<file path="config.mk">
export PLATFORM = sky130hd
export DESIGN_NAME = mem_port_arbiter_flat
export DESIGN_NICKNAME = d
export VERILOG_FILES = /design/src/rtl/mem_port_arbiter_if.sv /design/src/rtl/mem_port_arbiter.sv /design/src/flat_wrapper.sv
export SDC_FILE = /design/constraint.sdc
export NUM_CORES = 1
export LEC_CHECK = 0
export BUFFER_PORTS_ARGS = -buffer_cell sky130_fd_sc_hd__buf_2
export CORE_ASPECT_RATIO = 1.25
export CORE_MARGIN = 2
export CORE_UTILIZATION = 42
export CTS_BUF_LIST = sky130_fd_sc_hd__clkbuf_4 sky130_fd_sc_hd__clkbuf_8 sky130_fd_sc_hd__clkbuf_16
export DETAILED_ROUTE_END_ITERATION = 8
export PLACE_DENSITY = 0.81
export SYNTH_ARGS = -nofsm -noshare
export SYNTH_HDL_FRONTEND = slang
export SYNTH_SLANG_ARGS = --single-unit
</file>
<file path="constraint.sdc">
create_clock -name clk -period 4.6 [get_ports clk]
set_input_delay 0.92 -clock clk [delete_from_list [all_inputs] [get_ports clk]]
set_output_delay 0.92 -clock clk [all_outputs]
set_load 0.05 [all_outputs]
</file>
<file path="src/rtl/mem_port_arbiter_if.sv">
// mem_port_arbiter_if: fetch, load/store and memory-side signals of the
// shared memory port arbiter.
// The arbiter uses the master modport because it masters the memory bus and
// answers both requesters. The slave modport is the requester/memory side.
interface mem_port_arbiter_if #(
    parameter int AW = 32,
    parameter int DW = 32
);
    // Instruction-fetch side
    logic          i_req;
    logic [AW-1:0] i_addr;
    logic          i_gnt;
    logic          i_rvalid;
    logic [DW-1:0] i_rdata;
    logic          i_err;

    // Load/store side
    logic          d_req;
    logic          d_we;
    logic [AW-1:0] d_addr;
    logic [DW-1:0] d_wdata;
    logic [3:0]    d_be;
    logic          d_gnt;
    logic          d_rvalid;
    logic          d_err;
    logic [DW-1:0] d_rdata;

    // Memory side
    logic          mem_en;
    logic          mem_we;
    logic [AW-1:0] mem_addr;
    logic [DW-1:0] mem_wdata;
    logic [3:0]    mem_be;
    logic          mem_ready;
    logic [DW-1:0] mem_rdata;

    logic          busy;

    modport master (
        input  i_req, i_addr,
        output i_gnt, i_rvalid, i_rdata, i_err,
        input  d_req, d_we, d_addr, d_wdata, d_be,
        output d_gnt, d_rvalid, d_err, d_rdata,
        output mem_en, mem_we, mem_addr, mem_wdata, mem_be,
        input  mem_ready, mem_rdata,
        output busy
    );

    modport slave (
        output i_req, i_addr,
        input  i_gnt, i_rvalid, i_rdata, i_err,
        output d_req, d_we, d_addr, d_wdata, d_be,
        input  d_gnt, d_rvalid, d_err, d_rdata,
        input  mem_en, mem_we, mem_addr, mem_wdata, mem_be,
        output mem_ready, mem_rdata,
        input  busy
    );
endinterface

</file>
<file path="src/rtl/mem_port_arbiter.sv">
// mem_port_arbiter: shares the CPU's single synchronous memory port between
// instruction fetch (I) and load/store (D). All outputs are registered, and
// only one access is outstanding at a time. D has priority over I. After
// MAX_D_STREAK back-to-back D grants with I waiting, I gets the port.
// Memory latency can vary; completion is signalled by mem_ready.
// Optional feature macro: MEM_ARB_TIMEOUT_EN. When it is defined, an access
// without mem_ready for TIMEOUT cycles is aborted and the owner gets an err
// pulse.
module mem_port_arbiter #(
    parameter int AW           = 32,
    parameter int DW           = 32,
    parameter int MAX_D_STREAK = 4,
    parameter int TIMEOUT      = 15
) (
    input  logic               clk,
    input  logic               rst,
    mem_port_arbiter_if.master bus
);

    if (MAX_D_STREAK < 1 || MAX_D_STREAK > 15) begin : g_bad_streak
        $error("mem_port_arbiter: MAX_D_STREAK must be 1..15");
    end
    if (TIMEOUT < 1 || TIMEOUT > 255) begin : g_bad_timeout
        $error("mem_port_arbiter: TIMEOUT must be 1..255");
    end

    typedef enum logic {
        S_IDLE   = 1'b0,
        S_ACCESS = 1'b1
    } state_t;

    state_t        r_state;
    state_t        w_state_nxt;
    logic          w_grant_i;
    logic          w_grant_d;
    logic          w_done;
    logic [3:0]    w_streak_nxt;

    logic [3:0]    r_streak;
    logic          r_owner_d;
    logic          r_i_gnt;
    logic          r_d_gnt;
    logic          r_i_rvalid;
    logic          r_d_rvalid;
    logic [DW-1:0] r_i_rdata;
    logic [DW-1:0] r_d_rdata;
    logic          r_mem_we;
    logic [AW-1:0] r_mem_addr;
    logic [DW-1:0] r_mem_wdata;
    logic [3:0]    r_mem_be;

`ifdef MEM_ARB_TIMEOUT_EN
    logic          w_abort;
    logic [7:0]    r_tcnt;
    logic          r_i_err;
    logic          r_d_err;
`endif

    // Next state, grant choice and streak update. Requests are only looked at in IDLE.
    always_comb begin
        w_state_nxt  = r_state;
        w_grant_i    = 1'b0;
        w_grant_d    = 1'b0;
        w_done       = 1'b0;
        w_streak_nxt = r_streak;
`ifdef MEM_ARB_TIMEOUT_EN
        w_abort      = 1'b0;
`endif
        case (r_state)
            S_IDLE: begin
                if (bus.i_req && (!bus.d_req || (r_streak == 4'(MAX_D_STREAK)))) begin
                    w_grant_i    = 1'b1;
                    w_streak_nxt = 4'd0;
                    w_state_nxt  = S_ACCESS;
                end else if (bus.d_req) begin
                    w_grant_d    = 1'b1;
                    // Only D wins that actually made I wait count toward the streak
                    if (bus.i_req)
                        w_streak_nxt = (r_streak == 4'hF) ? r_streak : r_streak + 4'd1;
                    else
                        w_streak_nxt = 4'd0;
                    w_state_nxt  = S_ACCESS;
                end
            end
            S_ACCESS: begin
                // A ready in the last allowed cycle still completes normally
                if (bus.mem_ready) begin
                    w_done      = 1'b1;
                    w_state_nxt = S_IDLE;
                end
`ifdef MEM_ARB_TIMEOUT_EN
                else if (r_tcnt == 8'(TIMEOUT - 1)) begin
                    w_abort     = 1'b1;
                    w_state_nxt = S_IDLE;
                end
`endif
            end
            default: w_state_nxt = S_IDLE;
        endcase
    end

    // State register; async reset kills any in-flight access at once.
    always_ff @(posedge clk or posedge rst) begin
        if (rst) r_state <= S_IDLE;
        else     r_state <= w_state_nxt;
    end

    // Grant/completion pulses, memory command latch and read-data capture.
    always_ff @(posedge clk or posedge rst) begin
        if (rst) begin
            r_streak    <= 4'd0;
            r_owner_d   <= 1'b0;
            r_i_gnt     <= 1'b0;
            r_d_gnt     <= 1'b0;
            r_i_rvalid  <= 1'b0;
            r_d_rvalid  <= 1'b0;
            r_i_rdata   <= '0;
            r_d_rdata   <= '0;
            r_mem_we    <= 1'b0;
            r_mem_addr  <= '0;
            r_mem_wdata <= '0;
            r_mem_be    <= 4'h0;
        end else begin
            r_streak   <= w_streak_nxt;
            r_i_gnt    <= w_grant_i;
            r_d_gnt    <= w_grant_d;
            r_i_rvalid <= w_done && !r_owner_d;
            r_d_rvalid <= w_done &&  r_owner_d;
            if (w_grant_i) begin
                // Fetches are always full-word reads
                r_owner_d   <= 1'b0;
                r_mem_addr  <= bus.i_addr;
                r_mem_we    <= 1'b0;
                r_mem_wdata <= '0;
                r_mem_be    <= 4'hF;
            end else if (w_grant_d) begin
                r_owner_d   <= 1'b1;
                r_mem_addr  <= bus.d_addr;
                r_mem_we    <= bus.d_we;
                r_mem_wdata <= bus.d_wdata;
                r_mem_be    <= bus.d_be;
            end
            // Stores complete without touching the load data register
            if (w_done && !r_mem_we) begin
                if (r_owner_d) r_d_rdata <= bus.mem_rdata;
                else           r_i_rdata <= bus.mem_rdata;
            end
        end
    end

`ifdef MEM_ARB_TIMEOUT_EN
    // ACCESS-cycle counter (holds n-1 in the n-th ACCESS cycle) and abort pulses.
    always_ff @(posedge clk or posedge rst) begin
        if (rst) begin
            r_tcnt  <= 8'd0;
            r_i_err <= 1'b0;
            r_d_err <= 1'b0;
        end else begin
            if (r_state == S_ACCESS && w_state_nxt == S_ACCESS) r_tcnt <= r_tcnt + 8'd1;
            else                                                 r_tcnt <= 8'd0;
            r_i_err <= w_abort && !r_owner_d;
            r_d_err <= w_abort &&  r_owner_d;
        end
    end

    assign bus.i_err = r_i_err;
    assign bus.d_err = r_d_err;
`else
    assign bus.i_err = 1'b0;
    assign bus.d_err = 1'b0;
`endif

    assign bus.i_gnt     = r_i_gnt;
    assign bus.i_rvalid  = r_i_rvalid;
    assign bus.i_rdata   = r_i_rdata;
    assign bus.d_gnt     = r_d_gnt;
    assign bus.d_rvalid  = r_d_rvalid;
    assign bus.d_rdata   = r_d_rdata;
    assign bus.mem_en    = (r_state == S_ACCESS);
    assign bus.busy      = (r_state == S_ACCESS);
    assign bus.mem_we    = r_mem_we;
    assign bus.mem_addr  = r_mem_addr;
    assign bus.mem_wdata = r_mem_wdata;
    assign bus.mem_be    = r_mem_be;

endmodule

</file>
<file path="src/flat_wrapper.sv">
// flat-port wrapper written by rule: the top's interface ports become plain ports
module mem_port_arbiter_flat 
#(
    parameter int AW           = 32,
    parameter int DW           = 32,
    parameter int MAX_D_STREAK = 4,
    parameter int TIMEOUT      = 15
)
  (clk, rst, bus_i_req, bus_i_addr, bus_i_gnt, bus_i_rvalid, bus_i_rdata, bus_i_err, bus_d_req, bus_d_we, bus_d_addr, bus_d_wdata, bus_d_be, bus_d_gnt, bus_d_rvalid, bus_d_err, bus_d_rdata, bus_mem_en, bus_mem_we, bus_mem_addr, bus_mem_wdata, bus_mem_be, bus_mem_ready, bus_mem_rdata, bus_busy);
  mem_port_arbiter_if #(.AW(AW), .DW(DW)) bus_i ();
  input  logic clk;
  input  logic rst;
  input wire logic [$bits(bus_i.i_req)-1:0] bus_i_req;
  input wire logic [$bits(bus_i.i_addr)-1:0] bus_i_addr;
  output wire logic [$bits(bus_i.i_gnt)-1:0] bus_i_gnt;
  output wire logic [$bits(bus_i.i_rvalid)-1:0] bus_i_rvalid;
  output wire logic [$bits(bus_i.i_rdata)-1:0] bus_i_rdata;
  output wire logic [$bits(bus_i.i_err)-1:0] bus_i_err;
  input wire logic [$bits(bus_i.d_req)-1:0] bus_d_req;
  input wire logic [$bits(bus_i.d_we)-1:0] bus_d_we;
  input wire logic [$bits(bus_i.d_addr)-1:0] bus_d_addr;
  input wire logic [$bits(bus_i.d_wdata)-1:0] bus_d_wdata;
  input wire logic [$bits(bus_i.d_be)-1:0] bus_d_be;
  output wire logic [$bits(bus_i.d_gnt)-1:0] bus_d_gnt;
  output wire logic [$bits(bus_i.d_rvalid)-1:0] bus_d_rvalid;
  output wire logic [$bits(bus_i.d_err)-1:0] bus_d_err;
  output wire logic [$bits(bus_i.d_rdata)-1:0] bus_d_rdata;
  output wire logic [$bits(bus_i.mem_en)-1:0] bus_mem_en;
  output wire logic [$bits(bus_i.mem_we)-1:0] bus_mem_we;
  output wire logic [$bits(bus_i.mem_addr)-1:0] bus_mem_addr;
  output wire logic [$bits(bus_i.mem_wdata)-1:0] bus_mem_wdata;
  output wire logic [$bits(bus_i.mem_be)-1:0] bus_mem_be;
  input wire logic [$bits(bus_i.mem_ready)-1:0] bus_mem_ready;
  input wire logic [$bits(bus_i.mem_rdata)-1:0] bus_mem_rdata;
  output wire logic [$bits(bus_i.busy)-1:0] bus_busy;
  assign bus_i.i_req = bus_i_req;
  assign bus_i.i_addr = bus_i_addr;
  assign bus_i_gnt = bus_i.i_gnt;
  assign bus_i_rvalid = bus_i.i_rvalid;
  assign bus_i_rdata = bus_i.i_rdata;
  assign bus_i_err = bus_i.i_err;
  assign bus_i.d_req = bus_d_req;
  assign bus_i.d_we = bus_d_we;
  assign bus_i.d_addr = bus_d_addr;
  assign bus_i.d_wdata = bus_d_wdata;
  assign bus_i.d_be = bus_d_be;
  assign bus_d_gnt = bus_i.d_gnt;
  assign bus_d_rvalid = bus_i.d_rvalid;
  assign bus_d_err = bus_i.d_err;
  assign bus_d_rdata = bus_i.d_rdata;
  assign bus_mem_en = bus_i.mem_en;
  assign bus_mem_we = bus_i.mem_we;
  assign bus_mem_addr = bus_i.mem_addr;
  assign bus_mem_wdata = bus_i.mem_wdata;
  assign bus_mem_be = bus_i.mem_be;
  assign bus_i.mem_ready = bus_mem_ready;
  assign bus_i.mem_rdata = bus_mem_rdata;
  assign bus_busy = bus_i.busy;
  mem_port_arbiter #(.AW(AW), .DW(DW), .MAX_D_STREAK(MAX_D_STREAK), .TIMEOUT(TIMEOUT)) u_core (.clk(clk), .rst(rst), .bus(bus_i));
endmodule
</file>
==> out/summary.txt <==
Syn avg cell area: 14.02 sq um
Synthesized area: 5848 sq um
Share of cells above drive strength 1: 0.5556
Global-route wire length before repair: 22,970 microns
CTS root buffer: clkbuf_16
Crit. End Element: register
Port Buffers: 276
Clock latency on the worst-skew pair: 0.40 ns
Int Power: 0.003150 W
Grt total ovfl: 0
Crit Path Class: reg -> reg
CP max FO: 36
Largest net degree at the start of global routing: 84
Largest stage delay, worst path: 0.97 ns
Starting Density: 0.4271
Clock buffer depth: 2
Number of antenna violations at the first check in global routing: 0
Minimum clock period: 2.468 ns
Post-route ant nets: 0
Die Width: 109.5 microns
Rows: 48
Tot GR Track Use: 0.1995
Placed instance area: 7293 sq um
GP Congestion: 0.7983
Post-synth EDFFs: 0
# Post-CTS Setup Buffers: 0
Clock power frac: 0.243
# diodes: 0
H-tree Lvls: 4
Core box area: 13,690 sq um
Die area: 14,890 sq um
Max-Cap Viols: 0
Yosys warns: 0
Top_reg_cell synth: dfrtp_1
Worst hold path type: reg -> reg
Max Freq: 0.4052 GHz
Vias in the first global route: 4,519
CTS buffer count: 17
Rel. slew slack: 0.1892
Number of remaining DRC errors: 0
Via density: 5.377
Final-stage net count: 821
Total number of vias: 4,667
Worst EP arrival: 2.75 ns
Clock slew at reported path FFs: 0.06 ns
DIE HEIGHT: 135.9 microns
P_leak: 4.002 nW
Sequential fraction of the synthesis area: 0.6119
Cell count after synthesis: 417
Post-Route WL: 15,400 microns
Synth Register Bits: 143
Status: finished clean
Pre-CTS WS: 1.819 ns
CP required: 4.89 ns
Final period utilization: 0.5364
CTS hold repair buffers: 0
Dpl hpwl: 11,050 microns
Power Density: 724.9 nW/um^2
CP max-delay cell: and3b_1
IR drop worst, VDD: 0.6046 mV
Final Cell Area: 7898 sq um
Drt wl/cell: 17.74 microns
Count of cell types in the netlist: 35
CTS Sinks: 143
Fin Setup TNS: 0 ns
Startpoint Class: register
Final core utilization: 0.5768
Area growth syn-to-layout: 35.04%
Async SR Flop Fraction: 1.000
Clock Skew: 0.01130 ns
Io pins: 279
Final setup fails: 0
RSZ-0062 raised after global routing: false
Number of hold violations in the final report: 0
CTS resizes: 0
Switching Share: 0.4499
Final Slew Violations: 0
Worst-path cell chain: inv_1, ha_1, and3b_1, a211o_4, inv_6, a22o_1
Worst Tran Pin Value: 1.216 ns
Seq pwr share: 0.326
DR iter-0 viols: 313
TritonCTS clock tree: built
1st-pass router iterations: 4
Combinational share of power: 0.431
Final Worst Setup Slack: 2.132 ns
NetSw: 0.002576 W
metal layers:
| metal | part of all wire | track usage | vias to the layer above |
|---|---|---|---|
| met2 | 0.50 | 0.3313 | 251 |
| met1 | 0.40 | 0.2456 | 2288 |
| met4 | 0.023 | 0.07595 | 0 |
| met5 | 0 | 0 | - |
| li1 | - | - | 2101 |
| met3 | 0.084 | 0.05561 | 27 |
path summary, 6_finish.rpt:
check / from / to / slack, ns / cells after the start
hold / removal: u_core.bus.d_rdata[29] / u_core.bus.d_rdata[29] / 0.50 / 1
min in group asynchronous: rst / u_core.bus.d_rdata[11] / 0.75 / 3
hold reg to reg: u_core.bus.d_rdata[29] / u_core.bus.d_rdata[29] / 0.50 / 1
setup reg to reg: u_core.r_streak[0] / u_core.bus.mem_wdata[12] / 2.13 / 6
max in group asynchronous: rst / u_core.bus.mem_addr[27] / 3.04 / 3
setup / recovery: u_core.r_streak[0] / u_core.bus.mem_wdata[12] / 2.13 / 6
worst max-delay path, delay by kind of cell (launching register included):
family	cells	cell delay [ns]
buffers and inverters	2	0.22
and+or+nand+nor	1	0.97
AOI/OAI and AO/OA	2	0.56
DFF	1	0.40
adders and majority gates	1	0.17
registers in the layout, summed over array words and instances (netlist names), 4 cells and up:
register / flops
u_core.bus.mem_be: 4
u_core.bus.mem_wdata: 32
u_core.bus.mem_addr: 32
u_core.r_streak: 4
u_core.bus.i_rdata: 32
u_core.bus.d_rdata: 32
layout make-up:
cell class                 instances  area [sq um]
inverter                          37         147.6
timing repair buffer             283          1434
multi-input combinational        199          1914
clock buffer                      18         439.2
sequential                       143          3578
fill                            1119          5796
tap                              175         219.0
clock inverter                    13         165.2
synth_stat cells, types with 2 or more instances:
master       n  area, sq um
and3_1       2        12.51
mux2_2      63        709.4
inv_1       36        135.1
buf_6        6        67.56
a21oi_1      5        25.02
mux2_1       2        22.52
a22o_1      34        297.8
o22a_1       4        35.03
a221o_1     32        320.3
nand2b_1     2        12.51
a2111oi_0   32        280.3
buf_4        6        45.04
buf_2        9        45.04
buf_1        3        11.26
nand2_1      5        18.77
dfrtp_1    143         3578
ha_1         2        25.02
clkbuf_1    14        52.55
power by group through the flow:
stage	registers, W	logic [W]	clock network [W]
6_report	0.00186	0.00247	0.00139
2_1_floorplan	0.00325	0.000485	0
5_1_grt	0.00191	0.00257	0.00150
3_3_place_gp	0.00186	0.00244	0
4_1_cts	0.00186	0.00248	0.00142
3_5_place_dp	0.00188	0.00249	0
cell usage in the layout, fill, tap and decap left out, types with 4 or more instances in the layout:
cell / instances
clkbuf_16: 17
a22o_1: 34
a21oi_1: 4
a2111oi_0: 32
dfrtp_1: 143
o22a_1: 4
a221o_1: 32
buf_2: 276
mux2_2: 63
clkinv_4: 5
inv_1: 35
nand2_1: 5
buf_4: 7
logic make-up after synthesis:
kind of cell / synth area share
adders and majority gates: 0.004278
DFF: 0.6119
and+or+nand+nor: 0.01604
muxes: 0.1252
buffers and inverters: 0.06504
other: 0.0006412
AOI/OAI and AO/OA: 0.1769
metrics by stage:
step	hold WS (ns)	std cells	total power, W
after global placement	0.4632	837	0.004302
after floorplan	0.4573	418	0.003737
final	0.4973	868	0.005725
after global routing	0.5116	868	0.005979
after detailed placement	0.4852	837	0.004365
after CTS	0.4998	868	0.005770
Note: power is estimated with default switching activity, not from simulation.
